**src/rtl/alu_op_sequencer.sv**
```systemverilog
// Queues ALU operations in a small FIFO, drives one operation at a time onto an
// external combinational ALU, and returns each result with a wrapping sequence tag.
module alu_op_sequencer #(
    parameter int DEPTH = 4,
    parameter int TAGW  = 2
) (
    input  logic                     clk,
    input  logic                     rst,
    input  logic                     req_valid,
    output logic                     req_ready,
    input  logic [3:0]               req_aluCnt,
    input  logic [31:0]              req_input1,
    input  logic [31:0]              req_input2,
    input  logic [4:0]               req_shamt,
    output logic [3:0]               alu_aluCnt,
    output logic [31:0]              alu_input1,
    output logic [31:0]              alu_input2,
    output logic [4:0]               alu_shamt,
    input  logic [31:0]              alu_result,
    input  logic                     alu_zero,
    output logic                     rsp_valid,
    input  logic                     rsp_ready,
    output logic [31:0]              rsp_result,
    output logic                     rsp_zero,
    output logic [TAGW-1:0]          rsp_tag,
    output logic                     busy,
    output logic [$clog2(DEPTH):0]   count
);

    localparam int AW = $clog2(DEPTH);

    typedef enum logic [1:0] {IDLE, DRIVE, HOLD} state_t;

    typedef struct packed {
        logic [3:0]      alucnt;
        logic [31:0]     in1;
        logic [31:0]     in2;
        logic [4:0]      shamt;
        logic [TAGW-1:0] tag;
    } entry_t;

    entry_t          mem [DEPTH];
    entry_t          op;
    state_t          state;
    logic [AW-1:0]   wr_ptr;
    logic [AW-1:0]   rd_ptr;
    logic [AW:0]     count_q;
    logic [TAGW-1:0] tag_cnt;
    logic            empty;
    logic            full;
    logic            push;
    logic            pop;

    // Handshake decisions use registered state only, so req_ready never sees a same-cycle pop.
    always_comb begin
        empty = (count_q == '0);
        full  = (count_q == (AW+1)'(DEPTH));
        push  = req_valid && !full && !rst;
        pop   = !empty && ((state == IDLE) || (state == HOLD && rsp_ready));
    end

    // NOTE: the FIFO storage has no reset; count and pointers alone define which entries are live.
    always_ff @(posedge clk) begin
        if (push) begin
            mem[wr_ptr] <= '{alucnt: req_aluCnt, in1: req_input1, in2: req_input2,
                             shamt: req_shamt, tag: tag_cnt};
        end
    end

    // NOTE: all state below uses non-blocking assignments so every register samples pre-edge values.
    always_ff @(posedge clk) begin
        if (rst) begin
            state      <= IDLE;
            wr_ptr     <= '0;
            rd_ptr     <= '0;
            count_q    <= '0;
            tag_cnt    <= '0;
            op         <= '0;
            rsp_valid  <= 1'b0;
            rsp_result <= '0;
            rsp_zero   <= 1'b0;
            rsp_tag    <= '0;
        end else begin
            if (push) begin
                wr_ptr  <= wr_ptr + 1'b1;
                tag_cnt <= tag_cnt + 1'b1;
            end
            if (pop) begin
                rd_ptr <= rd_ptr + 1'b1;
                op     <= mem[rd_ptr];
            end
            unique case ({push, pop})
                2'b10:   count_q <= count_q + 1'b1;
                2'b01:   count_q <= count_q - 1'b1;
                default: count_q <= count_q;
            endcase

            unique case (state)
                IDLE: begin
                    if (pop) state <= DRIVE;
                end
                DRIVE: begin
                    rsp_valid  <= 1'b1;
                    rsp_result <= alu_result;
                    rsp_zero   <= alu_zero;
                    rsp_tag    <= op.tag;
                    state      <= HOLD;
                end
                HOLD: begin
                    // Chain straight into the next operation when the queue has one waiting.
                    if (rsp_ready) begin
                        rsp_valid <= 1'b0;
                        state     <= pop ? DRIVE : IDLE;
                    end
                end
                default: state <= IDLE;
            endcase
        end
    end

    assign req_ready  = !full;
    assign alu_aluCnt = op.alucnt;
    assign alu_input1 = op.in1;
    assign alu_input2 = op.in2;
    assign alu_shamt  = op.shamt;
    assign busy       = (state != IDLE) || !empty;
    assign count      = count_q;

endmodule

```
**config.mk**
```make
export PLATFORM = sky130hd
export DESIGN_NAME = alu_op_sequencer
export DESIGN_NICKNAME = d
export VERILOG_FILES = /design/src/rtl/alu_op_sequencer.sv
export SDC_FILE = /design/constraint.sdc
export NUM_CORES = 1
export LEC_CHECK = 0
export CORE_ASPECT_RATIO = 1.5
export CORE_MARGIN = 10
export CORE_UTILIZATION = 55
export CTS_CLUSTER_DIAMETER = 60
export DETAILED_ROUTE_END_ITERATION = 12
export GPL_ROUTABILITY_DRIVEN = 1
export PLACE_DENSITY = 0.8
export REMOVE_ABC_BUFFERS = 1
export SLEW_MARGIN = 5
export SYNTH_ARGS = -nofsm -noshare
export SYNTH_HDL_FRONTEND = slang
export SYNTH_SLANG_ARGS = --single-unit
```
**constraint.sdc**
```tcl
create_clock -name clk -period 8.8 [get_ports clk]
set_clock_uncertainty 0.1 [all_clocks]
set_input_delay 1.76 -clock clk [delete_from_list [all_inputs] [get_ports clk]]
set_output_delay 1.76 -clock clk [all_outputs]
set_load 0.01 [all_outputs]
```
# --- Word-level counts from Yosys, hierarchy flattened ---
# Memory sizes are Yosys's and may differ from the RTL's. A register that Yosys moved wholly into a read port is not among the register bits.
# Index checks and enable logic that the tools add are counted.
op_classes:
  addsub: 5
  n_eq_ne: 7
  muxes: 9
  reduce_logical: 16
ops:
  columns: ["operator", "count"]
  rows:
  - ["$add A2 B1 Y2 const B", 3]
  - ["$pmux W2 S3", 1]
  - ["$pmux W3 S2", 1]
  - ["$reduce_bool A2 Y1", 3]
  - ["$eq A2 B1 Y1 const B", 2]
  - ["$eq A2 B2 Y1 const B", 2]
  - ["$logic_and A1 B1 Y1", 4]
  - ["$mux W1", 4]
  - ["$mux W2", 2]
  - ["$ne A2 B2 Y1 const B", 2]
  - ["$reduce_and A2 Y1", 2]
  - ["$add A3 B1 Y3 const B", 1]
  - ["$eq A3 B3 Y1 const B", 1]
  - ["$logic_not A1 Y1", 3]
  - ["$logic_not A3 Y1", 1]
  - ["$sub A3 B1 Y3 const B", 1]
  - ["$logic_not A2 Y1", 1]
  - ["$logic_or A1 B1 Y1", 2]
  - ["$pmux W1 S2", 1]
word_totals:
  ff_bits: 47
  mem_bits_rw: 300
  output_inout_bits: 114
  wordCells: 47
  n_memories: 1
mem_list:
  columns: ["memory", "depth", "width", "read_ports", "rd_ports_with_merged_regs", "wr", "line", "rtl"]
  rows:
  - ["mem", 4, 75, 1, 1, 1, "42", "entry_t mem [DEPTH];"]

# --- Logic depth before layout (Yosys ltp) ---
# Gate-level depths: netlist (run 1).
logic_depth:
  ltp_word: 7
  ltp_mapped: 8

# --- Worst setup path before layout (run 1) ---
# No wires, ideal clock.
synth_path:
  kind: "input port to flip-flop"
  startpoint: "in rst"
  endpoint: "mem mem[0][0] in the netlist's numbering, enable pin"
  arrival_time_ps: 3991
  setup_slack_ps: 4267
  cell_stages: 3
  path_buffers: 1
  path_cell_list: "clkbuf_1 -> nor2b_1 -> and3_1"
synth_between:
  elab_chain_len: 4
synth_rtl:
  columns: ["element", "line", "rtl"]
  rows:
  - ["start, declared", "8", "input logic rst,"]
  - ["$logic_not A1 Y1", "58", "push = req_valid && !full && !rst;"]
  - ["$logic_and A1 B1 Y1", "58", null]
  - ["$mux W1", "64", "if (push) begin"]
  - ["$mux W1 (not written as such)", "65", "mem[wr_ptr] <= '{alucnt: req_aluCnt, in1: req_input1, in2: req_input2,"]
  - ["end, declared", "42", null]
# Every way passes these cells.

# --- Worst setup path after layout (run 1) ---
layout_path:
  startpoint: "reg count_q[2] (netlist: count[2])"
  endpoint: "out req_ready"
layout_between:
  elab_chain_len: 2
layout_rtl:
  columns: ["element", "line", "rtl"]
  rows:
  - ["start, declared", "47", "logic [AW:0] count_q;"]
  - ["start signal, assigned", "93", "2'b10: count_q <= count_q + 1'b1;"]
  - ["start signal, assigned", "94", "2'b01: count_q <= count_q - 1'b1;"]
  - ["start signal, assigned", "95", "default: count_q <= count_q;"]
  - ["$eq A3 B3 Y1", "57", "full = (count_q == (AW+1)'(DEPTH));"]
  - ["$logic_not A1 Y1", "121", "assign req_ready = !full;"]
  - ["end, declared", "10", "output logic req_ready,"]
# Every way passes these cells.

==> reports/results.txt, run 1 <==
Vias in the first global route: 8614
Core Rows: 76
Reg clk slew, reported paths: 60 ps
CTS resizes: 0
Setup TNS: 0 ps
Final Hold Viols: 0
Register area share after synthesis: 0.716
Slew @ Worst Pin: 1150 ps
Critical Path AT: 2250 ps
Run status: finished clean
Initial antenna violation count: 1
Core ar.: 28700 um2
Via count: 8258
Clock sink total: 422
Initial Util: 0.557
Final worst-path cycle share: 0.467
Post-Synthesis Cells: 941
CP Launch Type: flip-flop
Clk_lat worst skew: 540 ps
Leak: 6.11 nW
First-pass GRT wire length: 50.3 mm
Die height: 229 um
Share of layout cells above drive strength 1: 0.138
Max IR drop VDD: 244 uV
Slew Viols, Final: 0
Post-Place Worst Slack: 4130 ps
Nets: 1200
Critical path class: reg2out
Synth area leaders: edfxtp_1 56%, dfxtp_1 15%, mux4_2 11%
Synth area leader: edfxtp_1
P per Cell Area: 296 nW/um2
Crit end category: primary output
Die X-Extent: 159 um
# hold bufs at CTS: 0
Setup violations, final: 0
Die area: 36400 um2
CP Max Fanout: 7
Post-DRT Antenna Nets: 0
Hold Crit Class: reg2reg
Yosys reg bits: 422
Postcts setup bufs: 0
Worst EP required: 6940 ps
Syn_area_per_cell: 17.0 um2
Root Buffer: clkbuf_16
Syn Std Cell Area: 16000 um2
Largest net degree at the start of global routing: 82
Total number of H-tree levels: 2
Drt wl/cell: 21.6 um
Area delta synth->final: 20.5%
Iter 0 DRT Violations: 470
Pre-antenna DRT Iters: 5
Total GRT Usage: 0.176
RSZ-0062 raised after global routing: false
Ys Warns: 0
DR DRC count: 0
Setup WS post-layout: 4690 ps
Fmax: 0.243 GHz
Storage cell area: 11500 um2
HPWL after detailed placement: 19.4 mm
Clock Path Buffers: 3
DR vias/cell: 5.49
Most frequent cells in the layout: 300 x edfxtp_1, 222 x clkdlybuf4s50_1, 120 x dfxtp_1
Commonest non-fill, non-tap cell in the layout: edfxtp_1
Tmin final: 4110 ps
WL final: 32.5 mm
Area of the multi-input gates: 3700 um2
Slowest-stage cell, CP: clkdlybuf4s50_1
I/O pin total: 224
CP Cell Sequence: nor3b_1, inv_1, clkdlybuf4s50_1
Slew margin rel.: 0.234
# port buffers: 223
Max stage delay on crit path: 560 ps
Synth unique cells: 34
Inserted Clock Buffers: 38
Maxcap violations: 0
Gr ovfl total: 0
CTS tree: done
Filler cell count: 1974
Placer Congestion: 0.738
Area share of the largest cell type after synthesis: 0.564
[Yosys cell counts]
library cell	instances
xor2_1	1
clkbuf_1	21
and3_1	4
nand2b_1	79
buf_2	25
nand2_1	71
or3_1	4
inv_1	6
nor2_1	6
nand4_1	1
fa_1	1
buf_6	3
or4_1	1
o31ai_1	1
nor3_2	1
ha_1	5
nor2b_1	3
o21ai_0	4
nor3b_1	1
nand3_1	2
a211oi_1	1
buf_12	1
and2b_1	1
buf_4	79
mux4_2	75
mux2_2	2
edfxtp_1	300
xnor2_1	1
dfxtp_1	122
o2bb2ai_1	75
nor4_4	1
a21oi_1	40
mux2i_1	2
nor3_4	1
[flip-flops by register name, indices dropped and copies added, names as in the netlist, 3 cells and up]
register	cells
mem	300
alu_input1	32
alu_input2	32
rsp_result	32
alu_shamt	5
alu_aluCnt	4
count	3
[per-stage QoR]
| stage | instances | hold WS (ps) | total power, mW | util | cell area (um2) |
|---|---|---|---|---|---|
| final | 1505 | 353 | 5.70 | 0.671 | 19300 |
| after global routing | 1505 | 376 | 5.97 | 0.671 | 19300 |
| after CTS | 1504 | 354 | 5.77 | 0.670 | 19200 |
| after detailed placement | 1434 | 346 | 4.09 | 0.625 | 18000 |
| after global placement | 1434 | 341 | 4.05 | 0.625 | 18000 |
| after floorplan | 812 | 326 | 3.36 | - | 15100 |
[where the power goes]
| part | switching [mW] | internal (mW) | leakage (nW) |
|---|---|---|---|
| clock network | 0.697 | 0.982 | 0.609 |
| logic | 0.698 | 0.734 | 1.78 |
| registers | 0.187 | 2.41 | 3.72 |
[final timing paths]
| check | start | endpoint | slack (ps) | depth (start not counted) |
|---|---|---|---|---|
| hold reg to reg | rsp_result[30] | rsp_result[30] | 350 | 2 |
| setup reg to reg | count[0] | count[2] | 6030 | 8 |
| setup / recovery | count[2] | req_ready | 4690 | 3 |
| hold / removal | rsp_result[30] | rsp_result[30] | 350 | 2 |
[metal layers]
metal,GRT usage,up-vias,share of wire
li1,-,3798,-
met1,0.205,4129,0.38
met2,0.310,278,0.53
met3,0.0443,53,0.063
met4,0.0616,0,0.027
met5,0,-,0
[final cells by class]
type,count,area share
clock buffer,50,0.0556
antenna,1,0.000130
multi-input combinational,384,0.192
sequential,422,0.595
clock inverter,20,0.0114
tap,390,0.0253
timing repair buffer,232,0.119
inverter,6,0.00117
[critical path: cells and delay by family, from the launching register on]
| family | cells | cell delay, ps |
|---|---|---|
| buf+inv | 2 | 820 |
| flops | 1 | 440 |
| simple gates | 1 | 450 |
[cell families after synthesis]
logic type	Yosys count	share of synthesized area
muxes	79	0.108
adders and majority gates	6	0.00517
DFF	422	0.716
and+or+nand+nor	176	0.0587
AOI/OAI and AO/OA	121	0.0558
buffers and inverters	135	0.0546
xor gates and xnor gates	2	0.00110
No activity file was read; power rests on OpenSTA's default activity.
==> run 2: changes to the inputs <==
- CORE_UTILIZATION: 55 -> 49
- PLACE_DENSITY: 0.8 -> 0.76
- clock period: 8.8 -> 3.4 ns (I/O delays scaled with it)
==> reports/results.txt, run 2 (synthesis results as in run 1) <==
CP Launch Type: flip-flop
Layer with the highest usage: met2
Slew Viols, Final: 0
Core Rows: 81
Tmin final: 3080 ps
Final Hold Viols: 0
# hold bufs at CTS: 0
Ant. Diodes: 0
Die height: 241 um
Met3 Track Usage GR: 0.0325
Pre-antenna DRT Iters: 5
RSZ-0062 raised after global routing: false
Fmax: 0.325 GHz
Total GRT Usage: 0.162
Max FFs per register: 300
Vias in the first global route: 8961
First-pass GRT wire length: 51.7 mm
Drt wl/cell: 21.6 um
Slew margin rel.: 0.374
Die area: 40400 um2
Initial antenna violation count: 0
Postcts setup bufs: 0
Met2 usage: 0.290
Worst reg2reg path depth: 8
DR DRC count: 0
I/O pin total: 224
Most flops, register: mem
Hold Slack: 270 ps
R2R Path End: count[2]
Worst EP required: 2620 ps
WL final: 33.3 mm
HPWL after detailed placement: 21.7 mm
P per Cell Area: 760 nW/um2
Setup violations, final: 0
Slew @ Worst Pin: 940 ps
Final worst-path cycle share: 0.905
CP Cell Sequence: nor3b_1, inv_1, clkdlybuf4s50_1
R2r startpoint: count[0]
Flop-to-flop setup slack: 1060 ps
Inserted Clock Buffers: 38
CTS tree: done
CP Max Fanout: 7
Max IR drop VDD: 480 uV
Root Buffer: clkbuf_16
Total number of H-tree levels: 2
Die X-Extent: 167 um
Area delta synth->final: 21.8%
CTS resizes: 0
Iter 0 DRT Violations: 578
Clk_lat worst skew: 520 ps
Min-delay src: rst
Post-Place Worst Slack: 489 ps
Share of layout cells above drive strength 1: 0.147
DR vias/cell: 5.36
Placer Congestion: 0.764
Most frequent cells in the layout: 300 x edfxtp_1, 222 x clkdlybuf4s50_1, 120 x dfxtp_1
Core ar.: 32400 um2
Gr ovfl total: 0
# port buffers: 223
Via count: 8255
Max stage delay on crit path: 570 ps
Post-DRT Antenna Nets: 0
Initial Util: 0.493
Hold Crit Class: in2reg
Clock Path Buffers: 3
Reg clk slew, reported paths: 60 ps
Critical Path AT: 2300 ps
Commonest non-fill, non-tap cell in the layout: edfxtp_1
Nets: 1211
Met1 Use GR: 0.192
Largest net degree at the start of global routing: 77
Crit end category: primary output
Maxcap violations: 0
Worst hold path endpoint: wr_ptr[0]
Slowest-stage cell, CP: clkdlybuf4s50_1
Critical path class: reg2out
Clock sink total: 422
Hold path cells: 2
Setup WS post-layout: 324 ps
Run status: finished clean
Leak: 6.20 nW
-- run 2: how the worst max path moves through the flow --
| stage | startpoint | end | slack [ps] | cells past startpoint |
|---|---|---|---|---|
| after floorplan | rsp_ready | count[2] | -1070 | 7 |
| after global placement | rsp_ready | count[2] | 520 | 8 |
| after detailed placement | rsp_ready | count[2] | 490 | 8 |
| after CTS | count[2] | req_ready | 300 | 3 |
| after global routing | count[2] | req_ready | 180 | 3 |
| final | count[2] | req_ready | 320 | 3 |
-- run 2: power by group --
| group | total [mW] | internal (mW) | leakage (nW) | switching, mW |
|---|---|---|---|---|
| Sequential | 6.74 | 6.22 | 3.72 | 0.523 |
| Combinational | 3.75 | 1.96 | 1.86 | 1.78 |
| Clock | 4.31 | 2.54 | 0.616 | 1.77 |
-- run 2: per-layer routing --
layer / part of all wire / vias to the layer above / wire length [um]
li1: - / 3809 / -
met1: 0.39 / 4169 / 13100
met2: 0.53 / 231 / 17600
met3: 0.051 / 46 / 1690
met4: 0.025 / 0 / 845
met5: 0 / - / 0
-- run 2: worst max-delay path, delay by kind of cell (launching register included) --
family                 cells  cell delay [ps]
buffers and inverters      2              840
AND/OR/NAND/NOR            1              450
flip-flops                 1              490
-- run 2: cell type report --
class                      count  area (um2)
multi-input combinational    384        3690
tap                          415         519
sequential                   422       11500
clock buffer                  56        1090
clock inverter                13         178
timing repair buffer         243        2520
inverter                       6        22.5
fill                        2326       13000
-- run 2: metrics by stage --
step / cell area (um2) / std cells / util / total power, mW / TNS, ps
floorplan: 15100 / 812 / - / 8.70 / -72470
global placement: 18200 / 1470 / 0.561 / 10.6 / 0
detailed placement: 18200 / 1470 / 0.561 / 10.7 / 0
CTS: 19500 / 1539 / 0.601 / 15.0 / 0
global route: 19500 / 1539 / 0.601 / 15.5 / 0
finish: 19500 / 1539 / 0.601 / 14.8 / 0
==> run 3: changes to the inputs <==
- REMOVE_ABC_BUFFERS: 1 -> default
==> reports/results.txt, run 3 (synthesis results as in run 1) <==
Max stage delay on crit path: 580 ps
Inserted Clock Buffers: 39
Hold Crit Class: reg2reg
# hold bufs at CTS: 0
Layout Cells excl Fill: 1536
Drt wl/cell: 21.6 um
CP Launch Type: flip-flop
Maxcap violations: 0
Slew margin rel.: 0.342
Slew @ Worst Pin: 987 ps
Clock sink total: 422
Pre-antenna DRT Iters: 4
Placer Congestion: 0.779
Top Family by Delay on Critical Path: buffers and inverters
Filler cell count: 2398
CTS tree: done
Share of layout cells above drive strength 1: 0.146
Run status: finished clean
Critical Path AT: 2270 ps
Reg clk slew, reported paths: 60 ps
Flop-to-flop setup slack: 1070 ps
Vias in the first global route: 8770
Setup violations, final: 0
Final Hold Viols: 0
Postcts setup bufs: 0
Buf+Inv Stages, Crit Path: 2
Area delta synth->final: 21.0%
Nets: 1205
Commonest non-fill, non-tap cell in the layout: edfxtp_1
Worst reg2reg path depth: 8
Worst EP required: 2620 ps
Via count: 8309
Storage cell area: 11500 um2
Max IR drop VDD: 545 uV
Most frequent cells in the layout: 300 x edfxtp_1, 222 x clkdlybuf4s50_1, 120 x dfxtp_1
Fmax: 0.328 GHz
Net Count, Synth: 1057
I/O pin total: 224
DR DRC count: 0
Total GRT Usage: 0.161
CTS resizes: 0
Most flops, register: mem
Worst hold path endpoint: rsp_result[18]
# port buffers: 223
Slowest-stage cell, CP: clkdlybuf4s50_1
Die area: 40400 um2
Final worst-path cycle share: 0.897
Hold path cells: 2
Tmin final: 3050 ps
Die height: 241 um
Clk_lat worst skew: 530 ps
Crit end category: primary output
RSZ-0062 raised after global routing: false
Iter 0 DRT Violations: 606
Core Rows: 81
Core Util, Final: 0.596
Slew Viols, Final: 0
Min-delay src: rsp_result[18]
HPWL after detailed placement: 19.9 mm
Die X-Extent: 167 um
Root Buffer: clkbuf_16
Core ar.: 32400 um2
Max FFs per register: 300
WL final: 33.1 mm
Initial antenna violation count: 0
DR vias/cell: 5.41
Area of the multi-input gates: 3690 um2
First-pass GRT wire length: 51.2 mm
Total number of H-tree levels: 2
Post-DRT Antenna Nets: 0
Placed cells: 1463
Clock Path Buffers: 3
Largest net degree at the start of global routing: 98
Leak: 6.15 nW
R2R Path End: count[2]
Setup TNS: 0 ps
Initial Util: 0.493
CP Max Fanout: 7
P per Cell Area: 758 nW/um2
Gr ovfl total: 0
Critical path class: reg2out
R2r startpoint: count[0]
CP Cell Sequence: nor3b_1, inv_1, clkdlybuf4s50_1
## run 3: cell count changes in the layout (fill, tap and decap cells not counted), moves of 2 or more
cell       delta
buf_12        -4
buf_4         -3
bufinv_16     -3
clkbuf_1      -6
clkinv_1      +5
clkinv_2      +5
inv_6         +2
## run 3: final cells by class
type	instances	share of cell area
Inverter	6	0.00116
Sequential cell	422	0.592
Tap cell	415	0.0268
Clock buffer	50	0.0558
Timing Repair Buffer	236	0.125
Antenna cell	1	0.000129
Clock inverter	22	0.00796
Multi-Input combinational cell	384	0.191
## run 3: worst max-delay path by stage
stage / startpoint / endpoint / slack (ps) / depth (start not counted)
3_5_place_dp: rsp_ready / count[2] / 510 / 8
2_1_floorplan: rst / mem[0][0] / 780 / 3
6_report: count[2] / req_ready / 350 / 3
4_1_cts: count[2] / req_ready / 330 / 3
3_3_place_gp: rsp_ready / count[2] / 500 / 8
5_1_grt: count[2] / req_ready / 230 / 3
## run 3: worst register-to-register path, stage by stage (launching register included)
cell and delay, ps:
dfxtp_1 540, nor3b_1 170, nor2_1 190, inv_1 60, ha_1 230, fa_1 390, xnor2_1 150, or3_1 310
a21oi_1 140
## run 3: report_power, final
part           internal [mW]  total [mW]  leakage, nW  switching [mW]
combinational           1.94        3.72         1.82            1.78
sequential              6.22        6.77         3.72           0.550
clock                   2.34        4.16        0.611            1.83
total                   10.5        14.7         6.15            4.15
## run 3: layer usage
| metal | global-route usage | share of wire | routed length [um] |
|---|---|---|---|
| met1 | 0.187 | 0.39 | 12800 |
| met2 | 0.294 | 0.53 | 17700 |
| met3 | 0.0352 | 0.061 | 2010 |
| met5 | 0 | 0 | 0 |
| met4 | 0.0489 | 0.018 | 607 |
## run 3: stage by stage
step	cell area [um2]	total power, mW	worst slack (ps)	hold slack, ps
finish	19300	14.7	351	355
global route	19300	15.3	225	370
CTS	19300	14.9	329	355
detailed placement	18100	10.7	506	346
global placement	18100	10.6	495	341
floorplan	16000	9.34	782	332
